$ cat src/rtl/mnist_input_binarizer.sv
// Streaming pixel binarizer for the MNIST LogicNets front end.
// Each accepted pixel is compared against THRESHOLD and the result is packed
// into a frame-wide bit vector. Completed frames move to a separate output
// register, so the consumer never observes a partially assembled frame.
// Framing errors (an early or missing in_last) are flagged with a one-cycle
// pulse and counted in a saturating counter.
module mnist_input_binarizer #(
    parameter int unsigned NUM_PIXELS = 784,
    parameter int unsigned PIXEL_W    = 8,
    parameter int unsigned THRESHOLD  = 128,
    parameter int unsigned ERR_W      = 16
) (
    input  logic                  clk,
    input  logic                  rst,
    input  logic                  in_valid,
    output logic                  in_ready,
    input  logic [PIXEL_W-1:0]    in_pixel,
    input  logic                  in_last,
    output logic                  out_valid,
    input  logic                  out_ready,
    output logic [NUM_PIXELS-1:0] out_bits,
    output logic                  err_pulse,
    output logic [ERR_W-1:0]      err_count
);

    localparam int unsigned IDX_W = (NUM_PIXELS > 1) ? $clog2(NUM_PIXELS) : 1;
    localparam logic [IDX_W-1:0]   LAST_IDX = IDX_W'(NUM_PIXELS - 1);
    localparam logic [PIXEL_W-1:0] THR      = PIXEL_W'(THRESHOLD);

    typedef enum logic {
        FILL = 1'b0,
        HOLD = 1'b1
    } state_t;

    state_t                  state_q, state_d;
    logic [IDX_W-1:0]        idx_q, idx_d;
    logic [NUM_PIXELS-1:0]   asm_q, asm_d;
    logic [NUM_PIXELS-1:0]   out_bits_q, out_bits_d;
    logic                    err_pulse_q, err_pulse_d;
    logic [ERR_W-1:0]        err_count_q, err_count_d;

    logic                    in_ready_c;
    logic                    in_xfer;
    logic                    out_xfer;
    logic                    frame_err;

    // State register and datapath flops, cleared asynchronously on reset
    always_ff @(posedge clk or posedge rst) begin
        if (rst) begin
            state_q     <= FILL;
            idx_q       <= '0;
            asm_q       <= '0;
            out_bits_q  <= '0;
            err_pulse_q <= 1'b0;
            err_count_q <= '0;
        end else begin
            state_q     <= state_d;
            idx_q       <= idx_d;
            asm_q       <= asm_d;
            out_bits_q  <= out_bits_d;
            err_pulse_q <= err_pulse_d;
            err_count_q <= err_count_d;
        end
    end

    // Handshakes, pixel assembly, frame hand-off and framing-error tracking
    always_comb begin
        state_d     = state_q;
        idx_d       = idx_q;
        asm_d       = asm_q;
        out_bits_d  = out_bits_q;
        err_pulse_d = 1'b0;
        err_count_d = err_count_q;
        frame_err   = 1'b0;

        // In HOLD a new pixel may enter only in the cycle the held frame leaves
        in_ready_c = (state_q == FILL) || out_ready;
        in_xfer    = in_valid && in_ready_c;
        out_xfer   = (state_q == HOLD) && out_ready;

        if (out_xfer) begin
            state_d = FILL;
        end

        if (in_xfer) begin
            asm_d[idx_q] = (in_pixel >= THR);
            if (idx_q == LAST_IDX) begin
                // Full frame: deliver it even when in_last was missing
                idx_d      = '0;
                out_bits_d = asm_d;
                state_d    = HOLD;
                frame_err  = !in_last;
            end else if (in_last) begin
                // Early last: drop the partial frame and restart at index 0
                idx_d     = '0;
                frame_err = 1'b1;
            end else begin
                idx_d = idx_q + 1'b1;
            end
        end

        if (frame_err) begin
            err_pulse_d = 1'b1;
            if (err_count_q != '1) begin
                err_count_d = err_count_q + 1'b1;
            end
        end
    end

    assign in_ready  = in_ready_c;
    assign out_valid = (state_q == HOLD);
    assign out_bits  = out_bits_q;
    assign err_pulse = err_pulse_q;
    assign err_count = err_count_q;

endmodule

$ cat config.mk
export PLATFORM = sky130hd
export DESIGN_NAME = mnist_input_binarizer
export DESIGN_NICKNAME = d
export VERILOG_FILES = /design/src/rtl/mnist_input_binarizer.sv
export SDC_FILE = /design/constraint.sdc
export NUM_CORES = 2
export LEC_CHECK = 0
export ABC_AREA = 1
export CAP_MARGIN = 20
export CORE_MARGIN = 1.5
export CORE_UTILIZATION = 50
export DETAILED_ROUTE_END_ITERATION = 10
export PLACE_DENSITY = 0.72
export SYNTH_ARGS = -nofsm -noshare
export SYNTH_HDL_FRONTEND = slang
export SYNTH_SLANG_ARGS = --single-unit
export TNS_END_PERCENT = 5
$ cat constraint.sdc
create_clock -name clk -period 75.4 [get_ports clk]
set_input_delay 15.08 -clock clk [delete_from_list [all_inputs] [get_ports clk]]
set_output_delay 15.08 -clock clk [all_outputs]
set_load 0.05 [all_outputs]
==> key figures <==
CTS
  • Number of buffers inserted to repair setup after CTS: 0
  • H-tree depth: 4
  • Post-cts hold buffer count: 0
  • Post-CTS Resized: 0
  • Clock Tree Root: sky130_fd_sc_hd__clkbuf_16
  • Number of CTS-inserted buffers: 168
  • Reg clk slew, reported paths: 0.06 ns
  • Clock latency on the worst-skew pair: 0.81 ns
  • TritonCTS clock tree: done
  • TritonCTS sink count: 1595
  • Longest Clk Path Bufs: 3

Detailed routing
  • Violation count after the first detailed-routing iteration: 6538
  • TritonRoute pass-1 iters: 7
  • Total wirelength of the detailed-routed design: 234000 µm
  • Routed via count divided by cell count: 5.52
  • Routed WL per cell: 21.3 µm
  • Count of nets left with antenna violations after detail routing: 0
  • Vias post-DR: 60900
  • DRC violations left: 0

Timing
  • Final clock skew: 0.0336 ns
  • Endpoints failing hold: 0
  • Headroom to the max-slew limit: 11.1%
  • Setup-failing EPs final: 0
  • WHS: 0.482 ns
  • Fmax: 0.0315 GHz
  • Total Neg Setup Slack: 0 ns
  • Slew at the pin closest to its max-slew limit: 1.33 ns
  • Final Max Tran Viols: 0
  • Final Cycle Share: 42.1%
  • Final critical delay including setup and external delays: 31.76 ns
  • Unrepaired setup endpoints after global routing: no

Finish
  • Final #Nets: 9034
  • Area added between synthesis and finish: 20.7%
  • Diode count: 0
  • Share of post-route cells with drive strength above 1: 4.82%
  • Finished Layout Cells: 11000

Global routing
  • Remaining Overflow, GRT: 0
  • Overall track demand over capacity in global routing: 32.5%
  • Antenna violations before repair: 4
  • Largest net degree at the start of global routing: 258
  • Number of global-route vias before repair: 57200
  • Wire length of the first global-routing pass: 350000 µm

Worst setup path
  • Reg2Reg Setup Slack: 71.04 ns
  • Worst EP arrival: 16.68 ns
  • Endpoint kind of the worst setup timing path: output port
  • Capture point of the worst reg-to-reg path: out_bits[255]
  • Required time of the critical path: 60.32 ns
  • Cell count of the worst reg-to-reg path: 10
  • Category of the most critical setup path: in -> out
  • Worst R2R Start: idx_q[5]
  • Startpoint types: input pin
  • CP max FO: 3

Min path
  • Hold Path End: out_bits[511]
  • Startpoint of the tightest hold check path: out_bits[511]
  • Worst Hold Class: reg -> reg
  • Min-Delay Path Depth: 2

Run status
  • Run status: finished, final reports clean

Yosys
  • Post-synthesis net count: 8515
  • Post-synth top area cell: sky130_fd_sc_hd__dfrtp_1
  • Most used DFF post-synth: sky130_fd_sc_hd__dfrtp_1
  • Top-area cell type share of the netlist area: 56.9%
  • Post-synthesis cell type count: 28
  • Top cells by area, synth: sky130_fd_sc_hd__dfrtp_1, sky130_fd_sc_hd__nand2_1, sky130_fd_sc_hd__o21ai_0
  • Top cell types by occurrence after synthesis: sky130_fd_sc_hd__nand2_1, sky130_fd_sc_hd__dfrtp_1, sky130_fd_sc_hd__o21ai_0
  • Post-Synthesis Cells: 8497
  • Syn_area_per_cell: 8.25 µm²
  • Proportion of synthesized flip-flops having asynchronous set or reset: 100%
  • Sequential element share of the synthesized area: 56.9%
  • Count of flip-flops with a built-in enable after synthesis: 0
  • Top-count cell post-synth: sky130_fd_sc_hd__nand2_1
  • Yosys warning count: 0
  • Total of flip-flops plus latches after synthesis: 1595
  • Post-synth design cell area: 70100 µm²

Placed design
  • Count of buffers inserted at the top-level ports: 808
  • GPL Wtd Cong: 0.867
  • Half-perimeter wire length after detailed placement: 145000 µm
  • Cell total after placement: 10700

Floorplan
  • Total core area: 139000 µm²
  • Standard-cell row count: 137
  • DIE WIDTH: 377 µm
  • Starting Density: 50.3%
  • Vertical die dimension: 377 µm
  • Num ports: 816
  • Full die area: 142000 µm²

Run
  • MaxCap Viol Count: 0

Pwr
  • Leakage: 0.0377 µW
  • Maximum ir drop on the vdd rail: 0.0167 mV
  • Power density cells: 22.6 nW/µm²
final cells by class:
cell class / count / area (µm²)
clock buffer: 254 / 4960
multi-input combinational: 5727 / 25300
tap: 1876 / 2350
clock inverter: 47 / 656
sequential: 1595 / 39900
fill: 11700 / 54700
timing repair buffer: 923 / 9120
inverter: 601 / 2280
power by group:
| group | switching (µW) | internal, µW | leakage (µW) | total (µW) |
|---|---|---|---|---|
| Clock | 351 | 498 | 0.00275 | 849 |
| Sequential | 19.8 | 888 | 0.0217 | 907 |
| Combinational | 113 | 42.3 | 0.0133 | 155 |
| Total | 483 | 1430 | 0.0377 | 1910 |
metrics by stage:
step | power, µW | setup slack [ns] | util [%] | area [µm²]
floorplan | 1030 | 15.31 | - | 70100
global placement | 1070 | 43.63 | 56.6 | 78900
detailed placement | 1080 | 43.63 | 56.6 | 78900
CTS | 1920 | 43.63 | 60.6 | 84500
global route | 1970 | 43.58 | 60.7 | 84600
finish | 1910 | 43.64 | 60.7 | 84600
sequential cells by signal (all words and copies together) (netlist names):
name / flops
out_valid: 1
out_bits: 784
asm_q: 783
err_count: 16
idx_q: 10
err_pulse: 1
routing by layer:
metal,track usage [%],wire [µm]
met1,43.7,95300
met2,48.3,103000
met3,8.20,21900
met4,17.4,14100
met5,0,0
kinds of logic after synthesis:
| family | count (synthesis) | synth area share (%) |
|---|---|---|
| flip-flops | 1595 | 56.9 |
| buffers and inverters | 1175 | 7.36 |
| AND/OR/NAND/NOR | 3356 | 18.1 |
| adder cells (fa/ha/maj) | 5 | 0.0892 |
| AO/OA/AOI/OAI | 2351 | 17.3 |
| XOR/XNOR | 15 | 0.187 |
layout by cell type, fill, tap and decap left out, types with 7 or more instances in the layout:
cell type                            n
sky130_fd_sc_hd__buf_4             104
sky130_fd_sc_hd__clkinv_2           19
sky130_fd_sc_hd__dfrtp_1          1595
sky130_fd_sc_hd__nand2_1          3167
sky130_fd_sc_hd__o21a_1            144
sky130_fd_sc_hd__nor2_2             22
sky130_fd_sc_hd__clkdlybuf4s50_1   807
sky130_fd_sc_hd__nor2_4             35
sky130_fd_sc_hd__o21ai_1           777
sky130_fd_sc_hd__nand3_1            22
sky130_fd_sc_hd__xor2_1              9
sky130_fd_sc_hd__inv_1             594
sky130_fd_sc_hd__nor2_1             92
sky130_fd_sc_hd__clkbuf_1           46
sky130_fd_sc_hd__clkbuf_8           37
sky130_fd_sc_hd__bufinv_16          13
sky130_fd_sc_hd__o21ai_0          1354
sky130_fd_sc_hd__clkbuf_16         171
sky130_fd_sc_hd__a21oi_1            74
sky130_fd_sc_hd__nor3_1              7
worst max path at each step:
stage	cells past startpoint	end	slack, ns	startpoint
floorplan	1	asm_q[0]	15.31	rst
global placement	4	in_ready	43.63	out_ready
detailed placement	4	in_ready	43.63	out_ready
CTS	4	in_ready	43.63	out_ready
global route	4	in_ready	43.58	out_ready
finish	4	in_ready	43.64	out_ready
critical path: stages:
cell	delay [ns]
sky130_fd_sc_hd__clkdlybuf4s50_1	0.47
sky130_fd_sc_hd__inv_2	0.04
sky130_fd_sc_hd__nand2_1	0.19
sky130_fd_sc_hd__clkdlybuf4s50_1	0.90
Power figures use the tool's default switching activity.
